## src/rtl/multicycle_control_if.sv

```systemverilog
// Control bus between the multi-cycle MIPS controller and its datapath.
// master: controller side (drives control, reads IR fields and memory ready).
// slave:  datapath side.
interface multicycle_control_if #(
    parameter int unsigned CNT_W = 32
);
    logic [5:0]       OpCode;
    logic [5:0]       Funct;
    logic             mem_ready;
    logic             PCWrite;
    logic             PCWriteCond;
    logic             IorD;
    logic             MemRead;
    logic             MemWrite;
    logic             IRWrite;
    logic             RegWrite;
    logic [1:0]       RegDst;
    logic [1:0]       MemtoReg;
    logic             ALUSrcA;
    logic [1:0]       ALUSrcB;
    logic [1:0]       PCSrc;
    logic             ExtOp;
    logic             LuOp;
    logic [3:0]       ALUOp;
    logic [3:0]       state;
    logic [CNT_W-1:0] retired;
    logic             mem_timeout;

    modport master (
        input  OpCode, Funct, mem_ready,
        output PCWrite, PCWriteCond, IorD, MemRead, MemWrite, IRWrite, RegWrite,
        output RegDst, MemtoReg, ALUSrcA, ALUSrcB, PCSrc, ExtOp, LuOp, ALUOp,
        output state, retired, mem_timeout
    );

    modport slave (
        output OpCode, Funct, mem_ready,
        input  PCWrite, PCWriteCond, IorD, MemRead, MemWrite, IRWrite, RegWrite,
        input  RegDst, MemtoReg, ALUSrcA, ALUSrcB, PCSrc, ExtOp, LuOp, ALUOp,
        input  state, retired, mem_timeout
    );
endinterface

```

## src/rtl/multicycle_control.sv

```systemverilog
// Multi-cycle MIPS control FSM: sequences IF/ID/EX/MEM/WB, counts retired
// instructions and flags stuck memory handshakes with a sticky watchdog.
// Optional feature: define MULTICYCLE_CTRL_EXC_EN to trap undefined opcodes
// into an exception state instead of treating them as NOPs.
module multicycle_control #(
    parameter int unsigned CNT_W  = 32,
    parameter int unsigned WAIT_W = 4
) (
    input  logic                clk,
    input  logic                reset,
    multicycle_control_if.master bus
);

    typedef enum logic [3:0] {
        StIf   = 4'd0,
        StId   = 4'd1,
        StExr  = 4'd2,
        StWbr  = 4'd3,
        StExi  = 4'd4,
        StWbi  = 4'd5,
        StAddr = 4'd6,
        StMrd  = 4'd7,
        StMwr  = 4'd8,
        StWbm  = 4'd9,
        StBr   = 4'd10,
        StJ    = 4'd11,
        StJr   = 4'd12,
        StExc  = 4'd13
    } state_e;

    state_e            state_q, state_d;
    logic [CNT_W-1:0]  retired_q, retired_d;
    logic [WAIT_W-1:0] wait_q, wait_d;
    logic              timeout_q, timeout_d;

    logic [5:0] op;
    logic [5:0] fn;
    logic       ext_op;
    logic       lu_op;
    logic       waiting;

    assign op = bus.OpCode;
    assign fn = bus.Funct;

    // Immediate extension mode depends only on the opcode held in IR.
    always_comb begin
        ext_op = 1'b0;
        case (op)
            6'h23, 6'h2b, 6'h04, 6'h08, 6'h09, 6'h0a, 6'h0b: ext_op = 1'b1;
            default:                                         ext_op = 1'b0;
        endcase
        lu_op = (op == 6'h0f);
    end

    // State register.
    always_ff @(posedge clk) begin
        if (reset) state_q <= StIf;
        else       state_q <= state_d;
    end

    // Next-state logic including the ID dispatch decoder.
    always_comb begin
        state_d = state_q;
        case (state_q)
            StIf:  state_d = bus.mem_ready ? StId : StIf;
            StId: begin
                case (op)
                    6'h00:        state_d = (fn == 6'h08 || fn == 6'h09) ? StJr : StExr;
                    6'h23, 6'h2b: state_d = StAddr;
                    6'h04:        state_d = StBr;
                    6'h02, 6'h03: state_d = StJ;
                    6'h08, 6'h09, 6'h0a, 6'h0b, 6'h0c, 6'h0f: state_d = StExi;
`ifdef MULTICYCLE_CTRL_EXC_EN
                    default:      state_d = StExc;
`else
                    // Undefined opcode retires as a NOP.
                    default:      state_d = StIf;
`endif
                endcase
            end
            StExr:  state_d = StWbr;
            StWbr:  state_d = StIf;
            StExi:  state_d = StWbi;
            StWbi:  state_d = StIf;
            StAddr: state_d = (op == 6'h23) ? StMrd : StMwr;
            StMrd:  state_d = bus.mem_ready ? StWbm : StMrd;
            StMwr:  state_d = bus.mem_ready ? StIf : StMwr;
            StWbm:  state_d = StIf;
            StBr:   state_d = StIf;
            StJ:    state_d = StIf;
            StJr:   state_d = StIf;
            StExc:  state_d = StIf;
            default: state_d = StIf;
        endcase
    end

    // Moore control outputs; only IRWrite/PCWrite in IF look at mem_ready.
    always_comb begin
        bus.PCWrite     = 1'b0;
        bus.PCWriteCond = 1'b0;
        bus.IorD        = 1'b0;
        bus.MemRead     = 1'b0;
        bus.MemWrite    = 1'b0;
        bus.IRWrite     = 1'b0;
        bus.RegWrite    = 1'b0;
        bus.RegDst      = 2'b00;
        bus.MemtoReg    = 2'b00;
        bus.ALUSrcA     = 1'b0;
        bus.ALUSrcB     = 2'b00;
        bus.PCSrc       = 2'b00;
        bus.ALUOp       = 4'b0000;
        // Extension controls stay valid for the whole instruction after IF.
        bus.ExtOp       = (state_q != StIf) ? ext_op : 1'b0;
        bus.LuOp        = (state_q != StIf) ? lu_op : 1'b0;
        case (state_q)
            StIf: begin
                bus.MemRead = 1'b1;
                bus.ALUSrcB = 2'b01;
                bus.IRWrite = bus.mem_ready;
                bus.PCWrite = bus.mem_ready;
            end
            StId: begin
                bus.ALUSrcB = 2'b11;
            end
            StExr: begin
                bus.ALUSrcA = 1'b1;
                bus.ALUOp   = {op[0], 3'b010};
            end
            StWbr: begin
                bus.RegWrite = 1'b1;
                bus.RegDst   = 2'b01;
            end
            StExi: begin
                bus.ALUSrcA = 1'b1;
                bus.ALUSrcB = 2'b10;
                case (op)
                    6'h0c:        bus.ALUOp = {op[0], 3'b100};
                    6'h0a, 6'h0b: bus.ALUOp = {op[0], 3'b101};
                    default:      bus.ALUOp = {op[0], 3'b000};
                endcase
            end
            StWbi: begin
                bus.RegWrite = 1'b1;
            end
            StAddr: begin
                bus.ALUSrcA = 1'b1;
                bus.ALUSrcB = 2'b10;
            end
            StMrd: begin
                bus.MemRead = 1'b1;
                bus.IorD    = 1'b1;
            end
            StMwr: begin
                bus.MemWrite = 1'b1;
                bus.IorD     = 1'b1;
            end
            StWbm: begin
                bus.RegWrite = 1'b1;
                bus.MemtoReg = 2'b01;
            end
            StBr: begin
                bus.ALUSrcA     = 1'b1;
                bus.ALUOp       = 4'b0001;
                bus.PCWriteCond = 1'b1;
                bus.PCSrc       = 2'b01;
            end
            StJ: begin
                bus.PCWrite = 1'b1;
                bus.PCSrc   = 2'b10;
                if (op == 6'h03) begin
                    bus.RegWrite = 1'b1;
                    bus.RegDst   = 2'b10;
                    bus.MemtoReg = 2'b10;
                end
            end
            StJr: begin
                bus.PCWrite = 1'b1;
                bus.PCSrc   = 2'b11;
                if (fn == 6'h09) begin
                    bus.RegWrite = 1'b1;
                    bus.RegDst   = 2'b01;
                    bus.MemtoReg = 2'b10;
                end
            end
            StExc: begin
                // Handler address arrives through the rs path; link to $ra.
                bus.PCWrite  = 1'b1;
                bus.PCSrc    = 2'b11;
                bus.RegWrite = 1'b1;
                bus.RegDst   = 2'b10;
                bus.MemtoReg = 2'b10;
            end
            default: ;
        endcase
    end

    // Retire count and memory-wait watchdog next-state.
    always_comb begin
        retired_d = retired_q;
        if (state_q != StIf && state_q != StExc && state_d == StIf) begin
            retired_d = retired_q + CNT_W'(1);
        end
        waiting = (state_q == StIf || state_q == StMrd || state_q == StMwr) && !bus.mem_ready;
        if (!waiting)             wait_d = '0;
        else if (wait_q == '1)    wait_d = wait_q;
        else                      wait_d = wait_q + WAIT_W'(1);
        timeout_d = timeout_q | (wait_d == '1);
    end

    // Counter and sticky-flag registers.
    always_ff @(posedge clk) begin
        if (reset) begin
            retired_q <= '0;
            wait_q    <= '0;
            timeout_q <= 1'b0;
        end else begin
            retired_q <= retired_d;
            wait_q    <= wait_d;
            timeout_q <= timeout_d;
        end
    end

    assign bus.state       = state_q;
    assign bus.retired     = retired_q;
    assign bus.mem_timeout = timeout_q;

endmodule
```

## src/flat_wrapper.sv

```systemverilog
// flat-port wrapper written by rule: the top's interface ports become plain ports
module multicycle_control_flat 
#(
    parameter int unsigned CNT_W  = 32,
    parameter int unsigned WAIT_W = 4
)
  (clk, reset, bus_OpCode, bus_Funct, bus_mem_ready, bus_PCWrite, bus_PCWriteCond, bus_IorD, bus_MemRead, bus_MemWrite, bus_IRWrite, bus_RegWrite, bus_RegDst, bus_MemtoReg, bus_ALUSrcA, bus_ALUSrcB, bus_PCSrc, bus_ExtOp, bus_LuOp, bus_ALUOp, bus_state, bus_retired, bus_mem_timeout);
  multicycle_control_if #(.CNT_W(CNT_W)) bus_i ();
  input  logic clk;
  input  logic reset;
  input wire logic [$bits(bus_i.OpCode)-1:0] bus_OpCode;
  input wire logic [$bits(bus_i.Funct)-1:0] bus_Funct;
  input wire logic [$bits(bus_i.mem_ready)-1:0] bus_mem_ready;
  output wire logic [$bits(bus_i.PCWrite)-1:0] bus_PCWrite;
  output wire logic [$bits(bus_i.PCWriteCond)-1:0] bus_PCWriteCond;
  output wire logic [$bits(bus_i.IorD)-1:0] bus_IorD;
  output wire logic [$bits(bus_i.MemRead)-1:0] bus_MemRead;
  output wire logic [$bits(bus_i.MemWrite)-1:0] bus_MemWrite;
  output wire logic [$bits(bus_i.IRWrite)-1:0] bus_IRWrite;
  output wire logic [$bits(bus_i.RegWrite)-1:0] bus_RegWrite;
  output wire logic [$bits(bus_i.RegDst)-1:0] bus_RegDst;
  output wire logic [$bits(bus_i.MemtoReg)-1:0] bus_MemtoReg;
  output wire logic [$bits(bus_i.ALUSrcA)-1:0] bus_ALUSrcA;
  output wire logic [$bits(bus_i.ALUSrcB)-1:0] bus_ALUSrcB;
  output wire logic [$bits(bus_i.PCSrc)-1:0] bus_PCSrc;
  output wire logic [$bits(bus_i.ExtOp)-1:0] bus_ExtOp;
  output wire logic [$bits(bus_i.LuOp)-1:0] bus_LuOp;
  output wire logic [$bits(bus_i.ALUOp)-1:0] bus_ALUOp;
  output wire logic [$bits(bus_i.state)-1:0] bus_state;
  output wire logic [$bits(bus_i.retired)-1:0] bus_retired;
  output wire logic [$bits(bus_i.mem_timeout)-1:0] bus_mem_timeout;
  assign bus_i.OpCode = bus_OpCode;
  assign bus_i.Funct = bus_Funct;
  assign bus_i.mem_ready = bus_mem_ready;
  assign bus_PCWrite = bus_i.PCWrite;
  assign bus_PCWriteCond = bus_i.PCWriteCond;
  assign bus_IorD = bus_i.IorD;
  assign bus_MemRead = bus_i.MemRead;
  assign bus_MemWrite = bus_i.MemWrite;
  assign bus_IRWrite = bus_i.IRWrite;
  assign bus_RegWrite = bus_i.RegWrite;
  assign bus_RegDst = bus_i.RegDst;
  assign bus_MemtoReg = bus_i.MemtoReg;
  assign bus_ALUSrcA = bus_i.ALUSrcA;
  assign bus_ALUSrcB = bus_i.ALUSrcB;
  assign bus_PCSrc = bus_i.PCSrc;
  assign bus_ExtOp = bus_i.ExtOp;
  assign bus_LuOp = bus_i.LuOp;
  assign bus_ALUOp = bus_i.ALUOp;
  assign bus_state = bus_i.state;
  assign bus_retired = bus_i.retired;
  assign bus_mem_timeout = bus_i.mem_timeout;
  multicycle_control #(.CNT_W(CNT_W), .WAIT_W(WAIT_W)) u_core (.clk(clk), .reset(reset), .bus(bus_i));
endmodule
```

## config.mk

```make
export PLATFORM = sky130hd
export DESIGN_NAME = multicycle_control_flat
export DESIGN_NICKNAME = d
export VERILOG_FILES = /design/src/rtl/multicycle_control_if.sv /design/src/rtl/multicycle_control.sv /design/src/flat_wrapper.sv
export SDC_FILE = /design/constraint.sdc
export NUM_CORES = 1
export LEC_CHECK = 0
export ABC_AREA = 1
export CAP_MARGIN = 25
export CORE_MARGIN = 3
export CORE_UTILIZATION = 54
export DETAILED_ROUTE_END_ITERATION = 10
export GPL_TIMING_DRIVEN = 0
export MAX_ROUTING_LAYER = met4
export PLACE_DENSITY = 0.87
export SLEW_MARGIN = 20
export SYNTH_ARGS = -nofsm -noshare
export SYNTH_HDL_FRONTEND = slang
export SYNTH_SLANG_ARGS = --single-unit
```

## constraint.sdc

```tcl
create_clock -name clk -period 2.8 [get_ports clk]
set_clock_uncertainty 0.2 [all_clocks]
set_input_delay 0.56 -clock clk [delete_from_list [all_inputs] [get_ports clk]]
set_output_delay 0.56 -clock clk [all_outputs]
set_load 0.005 [all_outputs]
```

Word-level counts from Yosys, hierarchy flattened:

Cells that the tools add are included.
W data, S select, Z words.

* register bits after elaboration: 41
* input port bits: 15
* output and inout bits: 59
* word-level logic and storage cells: 90

* add/subtract/negate cells: 2
* eq/ne operators: 29
* mux-type cells: 31
* bitwise logic cells: 1
* reduce and logical (&&, ||, !) cells: 23

Operators by type and width (number)
* $eq A6 B4 Y1 const B: 8
* $add A32 B1 Y32 const B: 1
* $eq A4 B4 Y1 const B: 8
* $pmux W4 S7: 1
* $mux W4: 6
* $pmux W4 S5: 1
* $eq A4 B3 Y1 const B: 4
* $pmux W2 S4: 2
* $reduce_or A2 Y1: 7
* $mux W1: 13
* $eq A6 B2 Y1 const B: 2
* $eq A6 B6 Y1 const B: 2
* $pmux W2 S3: 2
* $pmux W4 S3: 1
* $eq A4 B2 Y1 const B: 2
* $logic_not A4 Y1: 2
* $reduce_or A4 Y1: 2
* $reduce_or A7 Y1: 1
* $eq A6 B3 Y1 const B: 1
* $logic_not A6 Y1: 1
* $pmux W3 S2: 1
* $reduce_or A6 Y1: 1
* $add A4 B1 Y4 const B: 1
* $eq A4 B1 Y1 const B: 1
* other kinds (10): 15

Depth between registers and ports, before layout:

* word-level depth: 7
* depth in mapped cells: 13
* gate-level depth less buffers: 12

Least setup slack after synthesis:

OpenSTA, ideal clock, no wires.

* path type: input port to flip-flop
* from: input bus_OpCode[2]
* to: register u_core.retired_q[19] (netlist: u_core.bus.retired[19])
* setup time: 0.132 ns
* data arrival time: 1.675 ns
* data required time: 2.468 ns
* setup slack: 0.792 ns
* stages on the path: 11
* path buffers: 1
* cells stage by stage: inv_1 > nand2_1 > nor2_1 > nand2_1 > a21oi_2 > nand2_1 > nor2_4 > nand2_4 > buf_4 > nand2_1 > a21oi_1

* cells in the longest elaborated chain, start to end: 6
* elaborated cells between the ends (all ways): 20
* classes of those cells: eq/ne (11); mux (3); reduce/logical (6)

RTL lines
* start, declared: line flat_wrapper.sv:11 `input wire logic [$bits(bus_i.OpCode)-1:0] bus_OpCode;`
* $eq A6 B4 Y1 (tied with other cells): line multicycle_control.sv:67 `case (op)`
* $reduce_or A6 Y1 / $reduce_or A2 Y1 (equally long branches): line multicycle_control.sv:67
* $pmux W4 S5: line multicycle_control.sv:67
* $pmux W4 S7 *: line multicycle_control.sv:64 `case (state_q)`
* $logic_not A4 Y1 *: line multicycle_control.sv:200 `if (state_q != StIf && state_q != StExc && state_d == StIf) begin`
* $logic_and A1 B1 Y1 *: line multicycle_control.sv:200
* end signal, assigned: line multicycle_control.sv:217 `retired_q <= retired_d;`
* end, declared: line multicycle_control.sv:32 `logic [CNT_W-1:0] retired_q, retired_d;`

Mark *: on every way between the ends. The rest lies on a longest branch, timed or not.
A chain may end at the register's enable or synchronous reset.

Final worst setup path:

* from: input bus_mem_ready
* to: output bus_PCWrite

* cells in the longest elaborated chain, start to end: 1

RTL lines
* start, declared: line flat_wrapper.sv:13 `input wire logic [$bits(bus_i.mem_ready)-1:0] bus_mem_ready;`
* $pmux W1 S2: line multicycle_control.sv:115 `case (state_q)`
* end, declared: line flat_wrapper.sv:14 `output wire logic [$bits(bus_i.PCWrite)-1:0] bus_PCWrite;`

No other way between the ends.

==> flow_metrics.env <==
export IMPL_hold_class="register to register"
export IMPL_ant_nets=0
export IMPL_min_from="u_core.bus.mem_timeout$_SDFF_PP0_"
export IMPL_final_instance_count_excl_fill=639
export IMPL_regToRegEndpoint="u_core.bus.retired[26]$_SDFFE_PP0P_"
export IMPL_clock_latency_ns=0.30
export IMPL_grt_busiest_layer="met2"
export IMPL_yosysTopAreaCellShare_pct=27.9
export IMPL_drive_above_1_share_pct=9.31
export IMPL_cts_hold_buf=0
export IMPL_synth_cells=485
export IMPL_design_area_sq_um=3930
export IMPL_whs_ns=0.282
export IMPL_gr_usage_met1_pct=34.9
export IMPL_tightest_slew_ns=0.586
export IMPL_viasPerCell=5.31
export IMPL_wl_mm=8.76
export IMPL_vias=3395
export IMPL_finalCriticalPeriod_ns=2.71
export IMPL_hpwl_mm=6.74
export IMPL_status="completed"
export IMPL_max_cap_viol_count=0
export IMPL_tns_ns=0
export IMPL_fmax_mhz=369
export IMPL_htreeDepth=2
export IMPL_antenna_found_initial=0
export IMPL_timing_final_ws_setup_ns=0.0885
export IMPL_p_switching_w=0.000340
export IMPL_ir_drop_mv=0.307
export IMPL_cellPowerDensity_nw_per_um2=325
export IMPL_first_pass_iters=7
export IMPL_diodes=0
export IMPL_clkPwrFrac_pct=38.1
export IMPL_grt_use_total_pct=28.4
export IMPL_fin_nets=585
export IMPL_cts_made_buffers=5
export IMPL_grt_use_met3_pct=3.50
export IMPL_numPortBuffers=73
export IMPL_period_share_pct=96.8
export IMPL_design_core_area_sq_um=5200
export IMPL_rsz0062_at_grt="no"
export IMPL_cts_tree="built"
export IMPL_yosysTopAreaCell="dfxtp_1"
export IMPL_die_x_um=79.8
export IMPL_cp_cell_sequence="clkdlybuf4s50_1, inv_1, nor2_2, or2_2, clkdlybuf4s50_1"
export IMPL_power_internal_w=0.000937
export IMPL_hold_violations=0
export IMPL_crit_required_ns=2.04
export IMPL_finalMaxSlewViolations=0
export IMPL_placed_area_sq_um=3760
export IMPL_crit_fanout=5
export IMPL_io_pins=74
export IMPL_initial_core_util_pct=56.5
export IMPL_grt_max_degree=15
export IMPL_seqPwrFrac_pct=46.8
export IMPL_ys_seq_area_share_pct=27.9
export IMPL_ys_ff_latch=41
export IMPL_cpMaxStageDelayCell="clkdlybuf4s50_1"
export IMPL_max_stage_delay_ns=0.44
export IMPL_reg2reg_slack_ns=0.50
export IMPL_relSlewSlack_pct=60.6
export IMPL_die_area_sq_um=6370
export IMPL_grt_pass1_wl_mm=14.2
export IMPL_post_place_ws_ns=-0.305
export IMPL_arrival_ns=1.95
export IMPL_drc=0
export IMPL_die_h_um=79.8
export IMPL_worstHoldEndpoint="u_core.bus.mem_timeout$_SDFF_PP0_"
export IMPL_cts_sinks=41
export IMPL_drt_iter0_markers=315
export IMPL_root_buffer="clkbuf_8"
export IMPL_grt_pass1_vias=3141
export IMPL_area_delta_synth_final_pct=33.4
export IMPL_syn_area_sq_um=2940
export IMPL_synth_cell_types=31
export IMPL_cts_max_path_buffers=2
export IMPL_fp_row_count=26
export IMPL_gp_congestion=0.928
export IMPL_min_path_cells=2
export IMPL_cp_start_kind="primary input"
export IMPL_grt_overflow=0
export IMPL_end_kind="output port"
export IMPL_netSwitchingFraction_pct=26.6
export IMPL_syn_area_per_cell_sq_um=6.07
export IMPL_wl_per_cell_um=13.7
export IMPL_crit_path_frequent_cell="clkdlybuf4s50_1"
export IMPL_ys_warn_count=0
export IMPL_yosys_top_cells_area="dfxtp_1 (28%), nand2_1 (17%), nand3_1 (9.2%)"
export IMPL_reg2reg_from="u_core.bus.retired[0]$_SDFFE_PP0P_"
export IMPL_dp_cells=628
export IMPL_path_clk_slew_ns=0.09
export IMPL_p_comb_share_pct=15.1
export IMPL_syn_num_nets=502
export IMPL_grt_util_met2_pct=49.5
export IMPL_p_leak_nw=1.62
export IMPL_worstRegToRegCells=12
export IMPL_cp_num_buf_inv=3
export IMPL_critical_path_top_delay_family="buffers and inverters"
export IMPL_setup_viol=0
export IMPL_critical_path_class="primary input to output port"
worst max-delay path by stage:
stage / start / to / slack [ns] / cells past startpoint
finish: bus_mem_ready / bus_PCWrite / 0.09 / 5
global route: bus_OpCode[2] / bus_ExtOp / 0.02 / 8
CTS: bus_Funct[3] / bus_RegWrite / 0.001 / 8
detailed placement: bus_OpCode[1] / bus_ExtOp / -0.30 / 6
global placement: bus_OpCode[1] / bus_ExtOp / -0.21 / 6
floorplan: bus_OpCode[2] / u_core.bus.retired[19]$_SDFFE_PP0P_ / 0.79 / 11
cell type report:
cell class                 instances  area [sq um]
clock inverter                     3          43.8
clock buffer                       5          68.8
timing repair buffer              76           749
inverter                          57           214
buffer                            13          93.8
multi-input combinational        374          1850
tap                               70          87.6
sequential                        41           822
fill                             447          1280
routing by layer:
metal	part of all wire, %	vias to the layer above
met5	0	-
met4	1.7	0
met3	7.9	18
met2	48	166
met1	43	1491
li1	-	1720
logic make-up (layout without fill, tap and decap cells):
group / count (synthesis) / in the layout / share of synthesized area (%)
multiplexers: 1 / 1 / 0.383
flip-flops: 41 / 41 / 27.9
AND/OR/NAND/NOR: 297 / 297 / 44.5
buffers and inverters: 70 / 154 / 10.5
adder cells (fa/ha/maj): 2 / 2 / 0.850
XOR/XNOR: 23 / 23 / 6.85
AO/OA/AOI/OAI: 51 / 51 / 9.10
sequential cells by signal, indices dropped and copies added (netlist names):
register                cells
u_core.bus.retired         32
u_core.wait_q               4
u_core.bus.state            4
u_core.bus.mem_timeout      1
power groups by stage:
stage | registers, W | logic (W) | clock network, W
2_1_floorplan | 0.000609 | 0.000110 | 0
3_3_place_gp | 0.000611 | 0.000182 | 0
3_5_place_dp | 0.000611 | 0.000186 | 0
4_1_cts | 0.000598 | 0.000190 | 0.000493
5_1_grt | 0.000599 | 0.000212 | 0.000513
6_report | 0.000598 | 0.000193 | 0.000486
tightest hold or removal path: stages, from the launching register on:
cell and delay (ns):
dfxtp_1 0.33, a31oi_1 0.05, nor2_1 0.07
cell usage in the layout (no fill, tap or decap), types with 2 or more instances in the layout:
master / netlist / final
clkdlybuf4s50_1: 0 / 63
dfxtp_1: 41 / 40
inv_2: 5 / 6
xnor2_1: 7 / 7
nand4_1: 9 / 9
a21oi_1: 37 / 37
nor2_1: 67 / 63
inv_1: 52 / 51
nor3_2: 2 / 2
clkbuf_1: 4 / 4
o21ai_1: 1 / 2
dlymetal6s2s_1: 0 / 2
or2_2: 2 / 2
buf_4: 6 / 9
xor2_1: 16 / 16
nand3b_1: 6 / 6
o21ai_0: 8 / 7
nand2_2: 4 / 6
dlygate4sd2_1: 0 / 7
nor2_2: 4 / 7
nand3_1: 54 / 54
nand2_1: 133 / 131
nor2_4: 2 / 3
nor3_1: 12 / 11
buf_6: 3 / 3
clkbuf_8: 0 / 5
ha_1: 2 / 2
cell usage after synthesis, drive strengths merged:
cell type / n
nand2: 138
nor2: 73
inv: 57
nand3: 55
dfxtp: 41
a21oi: 38
xor2: 16
nor3: 14
o21ai: 10
buf: 9
nand4: 9
xnor2: 7
nand3b: 6
clkbuf: 4
ha: 2
or2: 2
a31oi: 1
mux2: 1
o21a: 1
o22ai: 1
through the flow:
step	utilization [%]	total power (W)
global route	75.4	0.00132
detailed placement	72.3	0.000797
floorplan	-	0.000719
global placement	72.3	0.000793
CTS	75.2	0.00128
finish	75.4	0.00128
repair_timing:
item,4_1_cts,5_1_grt
resized for setup,18,5
pin swaps,4,2
setup buffers,3,0
setup endpoints to repair,8,4
(Power assumes the default switching activity.)
